**src/rtl/sequenciador_caminho.sv**
```systemverilog
// Walks the predecessor RAM from destination back to source, one read per hop,
// streaming every visited node out on a valid/ready interface (source is the last beat).
module sequenciador_caminho #(
    parameter int ADDR_WIDTH = 10,
    parameter int MAX_HOPS   = 1023
) (
    input  logic                  clk,
    input  logic                  rst,
    input  logic                  start_in,
    input  logic [ADDR_WIDTH-1:0] top_fonte_in,
    input  logic [ADDR_WIDTH-1:0] top_destino_in,
    output logic                  ram_read_en_out,
    output logic [ADDR_WIDTH-1:0] ram_read_addr_out,
    input  logic [ADDR_WIDTH-1:0] ram_read_data_in,
    output logic                  caminho_valid_out,
    output logic [ADDR_WIDTH-1:0] caminho_data_out,
    output logic                  caminho_last_out,
    input  logic                  caminho_ready_in,
    output logic                  busy_out,
    output logic                  done_out,
    output logic                  erro_out,
    output logic [ADDR_WIDTH-1:0] hop_count_out
);

    // Stream handshake: a beat transfers on the rising edge where caminho_valid_out and
    // caminho_ready_in are both 1; while valid is high and ready low, data/last hold still.

    typedef enum logic [2:0] {
        ST_IDLE,
        ST_EMIT,
        ST_READ,
        ST_WAIT,
        ST_DONE
    } state_t;

    localparam logic [ADDR_WIDTH:0] MAX_LIM = (ADDR_WIDTH + 1)'(MAX_HOPS);
    localparam logic [ADDR_WIDTH:0] ONE_W   = (ADDR_WIDTH + 1)'(1);

    state_t                state_q, state_d;
    logic [ADDR_WIDTH-1:0] cur_q, cur_d;
    logic [ADDR_WIDTH-1:0] fonte_q, fonte_d;
    logic [ADDR_WIDTH-1:0] addr_q, addr_d;
    logic [ADDR_WIDTH-1:0] hop_q, hop_d;
    logic                  erro_q, erro_d;

    logic                  is_last;
    logic [ADDR_WIDTH:0]   hop_next;
    logic                  hop_err;

    assign is_last  = (cur_q == fonte_q);
    assign hop_next = {1'b0, hop_q} + ONE_W;
    // Self-loop in the table or too many reads both abort the walk.
    assign hop_err  = (ram_read_data_in == cur_q) || (hop_next > MAX_LIM);

    always_ff @(posedge clk or posedge rst) begin
        if (rst) begin
            state_q <= ST_IDLE;
            cur_q   <= '0;
            fonte_q <= '0;
            addr_q  <= '0;
            hop_q   <= '0;
            erro_q  <= 1'b0;
        end else begin
            state_q <= state_d;
            cur_q   <= cur_d;
            fonte_q <= fonte_d;
            addr_q  <= addr_d;
            hop_q   <= hop_d;
            erro_q  <= erro_d;
        end
    end

    always_comb begin
        state_d = state_q;
        cur_d   = cur_q;
        fonte_d = fonte_q;
        addr_d  = addr_q;
        hop_d   = hop_q;
        erro_d  = erro_q;
        case (state_q)
            ST_IDLE: begin
                if (start_in) begin
                    fonte_d = top_fonte_in;
                    cur_d   = top_destino_in;
                    hop_d   = '0;
                    erro_d  = 1'b0;
                    state_d = ST_EMIT;
                end
            end
            ST_EMIT: begin
                if (caminho_ready_in) begin
                    if (is_last) begin
                        state_d = ST_DONE;
                    end else begin
                        addr_d  = cur_q;
                        state_d = ST_READ;
                    end
                end
            end
            ST_READ: begin
                state_d = ST_WAIT;
            end
            ST_WAIT: begin
                cur_d = ram_read_data_in;
                // Saturate so an oversized MAX_HOPS cannot wrap the counter.
                hop_d = hop_next[ADDR_WIDTH] ? '1 : hop_next[ADDR_WIDTH-1:0];
                if (hop_err) begin
                    erro_d  = 1'b1;
                    state_d = ST_DONE;
                end else begin
                    state_d = ST_EMIT;
                end
            end
            ST_DONE: begin
                state_d = ST_IDLE;
            end
            default: begin
                state_d = ST_IDLE;
            end
        endcase
    end

    assign ram_read_en_out   = (state_q == ST_READ);
    assign ram_read_addr_out = addr_q;
    assign caminho_valid_out = (state_q == ST_EMIT);
    assign caminho_data_out  = cur_q;
    assign caminho_last_out  = (state_q == ST_EMIT) && is_last;
    assign busy_out          = (state_q != ST_IDLE);
    assign done_out          = (state_q == ST_DONE);
    assign erro_out          = erro_q;
    assign hop_count_out     = hop_q;

endmodule

```
**config.mk**
```make
export PLATFORM = sky130hd
export DESIGN_NAME = sequenciador_caminho
export DESIGN_NICKNAME = d
export VERILOG_FILES = /design/src/rtl/sequenciador_caminho.sv
export SDC_FILE = /design/constraint.sdc
export NUM_CORES = 1
export LEC_CHECK = 0
export ABC_AREA = 1
export ABC_CLOCK_PERIOD_IN_PS = 2020
export CORE_MARGIN = 2
export CORE_UTILIZATION = 40
export DETAILED_ROUTE_END_ITERATION = 6
export GPL_ROUTABILITY_DRIVEN = 0
export PLACE_DENSITY = 0.76
export SKIP_CTS_REPAIR_TIMING = 1
export SYNTH_ARGS = -nofsm -noshare
export SYNTH_HDL_FRONTEND = slang
export SYNTH_SLANG_ARGS = --single-unit
```
**constraint.sdc**
```tcl
create_clock -name clk -period 2.02 [get_ports clk]
set_input_delay 0.404 -clock clk [delete_from_list [all_inputs] [get_ports clk]]
set_output_delay 0.404 -clock clk [all_outputs]
set_load 0.1 [all_outputs]
```
Yosys cells after proc, flatten, opt, wreduce, memory -nomap -nowiden:

Cells that the tools add are included.

* input bits: 34
* output and inout port bits: 36
* register bits: 44

* eq/ne operators: 9
* reduce and logical (&&, ||, !) cells: 10
* bitwise gates (word level): 1
* add/sub/neg operators: 1
* mux-type cells: 13
* $lt $le $gt $ge: 1

Operators by type and width (count)
* $pmux 10 s2: 2
* $mux 10: 3
* $eq 10x10->1: 2
* $mux 3: 4
* $pmux 3 s4: 1
* $add 10x1->11 const B: 1
* $gt 11x10->1 const B: 1
* $eq 3x2->1 const B: 2
* $reduce_and 2->1: 3
* $reduce_and 3->1: 2
* $ne 2x2->1 const B: 2
* $eq 3x1->1 const B: 1
* $eq 3x3->1 const B: 1
* $logic_not 3->1: 1
* $reduce_bool 3->1: 1
* $mux 1: 2
* $ne 2x1->1 const B: 1
* $pmux 1 s2: 1
* $reduce_bool 2->1: 1
* $logic_and 1x1->1: 1
* $logic_or 1x1->1: 1
* $not 1->1: 1

Depth between registers and ports, before layout:

* word-level depth: 5
* depth in mapped cells: 12
* depth with buffers taken out: 12

Worst setup path before layout:

No wires, ideal clock.

* kind: reg2out
* start point: register state_q[0]
* end point: output port done_out
* arrival time: 2.489 ns
* cell stages (with the launch flop): 2
* path slack: -0.873 ns
* buffers on the path: 0
* required time: 1.616 ns
* cell sequence: dfrtp_1 -> nor3_1

* cells in the longest elaborated chain, start to end: 1

Ends and longest elaborated chain
* start: declaration: RTL line 39 `state_t state_q, state_d;`
* start signal: assignment: RTL line 64 `state_q <= state_d;`
* $eq 3x3->1: RTL line 129 `assign done_out = (state_q == ST_DONE);`
* end: declaration: RTL line 20 `output logic done_out,`

Every way passes these cells.

Worst setup path after layout:

* start point: register cur_q[2], in the netlist caminho_data_out[2]
* end point: output port caminho_last_out

* cells in the longest elaborated chain, start to end: 2

Ends and longest elaborated chain
* start: declaration: RTL line 40 `logic [ADDR_WIDTH-1:0] cur_q, cur_d;`
* start signal: assignment: RTL line 65 `cur_q <= cur_d;`
* $eq 10x10->1: RTL line 50 `assign is_last = (cur_q == fonte_q);`
* $logic_and 1x1->1: RTL line 127 `assign caminho_last_out = (state_q == ST_EMIT) && is_last;`
* end: declaration: RTL line 17 `output logic caminho_last_out,`

Every way passes these cells.

==> impl_metrics.tcl <==
set metrics [dict create \
    fin_util_pct 59.26 \
    synth_seq_cells 44 \
    failed_checks "setup timing" \
    required_ps 1620 \
    fin_crit_sh_pct 111.3 \
    hpwl_um 5084 \
    seq_area_frac_synth_pct 44.88 \
    numCtsBuffers 5 \
    slew_headroom_pct 62.41 \
    hold_viol 0 \
    synth_xor_area_share_pct 2.856 \
    layout.nets 434 \
    antenna_found_initial 0 \
    critical_path_arrival_ps 1850 \
    finClkSkew_ps 11.48 \
    first_pass_iters 4 \
    status "complete, but fails checks" \
    fp.dieH_um 82.32 \
    r2r_setup_slack_ps 240 \
    drcViolationCount 0 \
    yosys.area_share.simple_pct 28.10 \
    dpl_cell_area_um2 3368 \
    start_util_pct 41.44 \
    min_path_type "input pin to asynchronous set/reset pin" \
    ys_types 35 \
    first_global_vias 2272 \
    cp-end-kind "output pin" \
    netlist_instances 315 \
    gr-usage-all-layers_pct 21.03 \
    clock_latency_ps 310 \
    design_area_um2 3508 \
    drv_slew 0 \
    start_kind "flop" \
    path_max_fanout 6 \
    synth-edff-count 0 \
    grt_max_degree 32 \
    min_period_ps 2249 \
    dieWidth_um 82.32 \
    synth_mux_area_share_pct 3.672 \
    clk_path_buf_depth 2 \
    worst_slack_ps -229.2 \
    initialDrtViolationCount 191 \
    core_region_area_um2 5921 \
    area_delta_synth_final_pct 42.99 \
    vias_per_cell 5.074 \
    dieArea_um2 6777 \
    cts_tree "built" \
    synthAdderAreaFrac_pct 1.020 \
    clock-root-buffer "clkbuf_8" \
    io_buffers 69 \
    ys_async_sr_fraction_pct 100.0 \
    clock-sinks 44 \
    drive_above_1_share_pct 25.81 \
    grt_overflow 0 \
    htree_levels 2 \
    synth_top_family_by_area "simple AND/OR/NAND/NOR gates" \
    synth_flop_cell "dfrtp_1" \
    ant_nets 0 \
    timing.rr.start "caminho_data_out[2]$_DFFE_PP0P_" \
    path_class "flop to output pin" \
    rsz0062_at_grt "yes" \
    synth_compound_area_share_pct 11.58 \
    via_count 2405 \
    rows 28 \
    pin_count 70 \
    synth_area_um2 2454 \
    r2r-end "ram_read_addr_out[2]$_DFFE_PP0P_" \
    drv_cap 0 \
    reg2regPathDepth 10 \
    clk_pin_slew_ps 90 \
    avgSynthCellArea_um2 7.789 \
    grt_pass1_wl_um 10760 \
    worst_pin_slew_ps 560.4 \
    yosys_warnings 0 \
    synth_nets 351 \
    fmax_mhz 444.6 \
    routed_wl_um 6673 \
    finalSetupViolCount 1 \
    diodes 0 \
    wire_per_inst_um 14.08 \
]
==> sequential cells by signal (all words and copies together), names as in the netlist <==
name,flops
hop_count_out,10
caminho_data_out,10
fonte_q,10
ram_read_addr_out,10
erro_out,1
state_q,3
==> worst max-delay path, cell delays in order (launching register included) <==
cell	delay, ps
dfrtp_4	510
inv_1	90
nor2_1	40
nor3_1	220
nand4_2	140
or2_4	290
clkinvlp_4	80
buf_12	160
==> metrics by stage <==
step	TNS [ps]	hold slack [ps]	std cells	worst slack, ps
floorplan	-197.9	494.3	315	-132.5
global placement	0	464.5	463	150.2
detailed placement	0	474.1	463	134.7
CTS	-218.9	410.1	471	-218.9
global route	-293.0	435.5	474	-293.0
finish	-229.2	391.9	474	-229.2
==> layer usage <==
metal	track usage [%]	part of all wire, %
met4	7.000	1.8
met5	0	0
met3	4.891	7.2
met1	29.94	44
met2	31.45	47
==> cell type report <==
cell class | instances | area [um^2]
clock buffer | 5 | 68.82
clock inverter | 3 | 46.29
fill | 520 | 2412
inverter | 36 | 141.4
multi-input combinational | 227 | 1172
sequential | 44 | 1135
tap | 75 | 93.84
timing repair buffer | 84 | 850.8
==> cells by family (layout without fill, tap and decap cells) <==
kind of cell / count (synthesis) / in the layout
buffers and inverters: 44 / 128
flip-flops: 44 / 44
multiplexers: 8 / 8
AND/OR/NAND/NOR: 159 / 159
XOR/XNOR: 8 / 8
adder cells (fa/ha/maj): 2 / 2
AO/OA/AOI/OAI: 50 / 50
==> cells in the final DEF, fill, tap and decap left out, types with 2 or more instances in the layout <==
| master | Yosys | layout |
|---|---|---|
| nor3_1 | 11 | 10 |
| ha_1 | 2 | 2 |
| or2_1 | 4 | 3 |
| buf_4 | 2 | 40 |
| a211oi_1 | 2 | 2 |
| dfrtp_1 | 44 | 29 |
| nor2_4 | 2 | 2 |
| o211ai_1 | 2 | 2 |
| nor2_1 | 33 | 32 |
| nand4_1 | 2 | 2 |
| a21oi_2 | 1 | 2 |
| xnor2_1 | 3 | 3 |
| nor2_2 | 2 | 3 |
| nand2_2 | 3 | 3 |
| nand2_1 | 85 | 85 |
| mux2_2 | 8 | 8 |
| nand3_1 | 14 | 14 |
| dfrtp_2 | 0 | 9 |
| a21oi_1 | 6 | 5 |
| a31oi_1 | 3 | 3 |
| clkinvlp_4 | 0 | 2 |
| xor2_1 | 5 | 5 |
| clkdlybuf4s50_1 | 0 | 33 |
| inv_1 | 34 | 31 |
| o21ai_0 | 25 | 25 |
| o22ai_1 | 2 | 2 |
| inv_2 | 2 | 2 |
| o21ai_1 | 6 | 6 |
| buf_12 | 0 | 11 |
| clkbuf_8 | 1 | 5 |
| dfrtp_4 | 0 | 6 |
==> cell usage after synthesis (3+ instances only) <==
cell type,instances,share of area [%]
a21oi_1,6,1.2
a31oi_1,3,0.76
buf_2,3,0.61
dfrtp_1,44,45
inv_1,34,5.2
mux2_2,8,3.7
nand2_1,85,13
nand2_2,3,0.76
nand3_1,14,2.9
nor2_1,33,5.0
nor3_1,11,2.2
o21ai_0,25,5.1
o21ai_1,6,1.2
or2_1,4,1.0
xnor2_1,3,1.1
xor2_1,5,1.8
==> worst max path at each step <==
stage | depth (start not counted) | slack, ps | startpoint | end
after floorplan | 5 | -130 | caminho_data_out[8]$_DFFE_PP0P_ | caminho_last_out
after global placement | 7 | 150 | caminho_data_out[2]$_DFFE_PP0P_ | caminho_last_out
after detailed placement | 7 | 130 | caminho_data_out[2]$_DFFE_PP0P_ | caminho_last_out
after CTS | 7 | -220 | caminho_data_out[2]$_DFFE_PP0P_ | caminho_last_out
after global routing | 8 | -290 | caminho_data_out[6]$_DFFE_PP0P_ | caminho_last_out
final | 7 | -230 | caminho_data_out[2]$_DFFE_PP0P_ | caminho_last_out
Power is left out: the tool's default activity adds up to more than one toggle a clock period on the data nets, which glitch-free logic cannot reach.
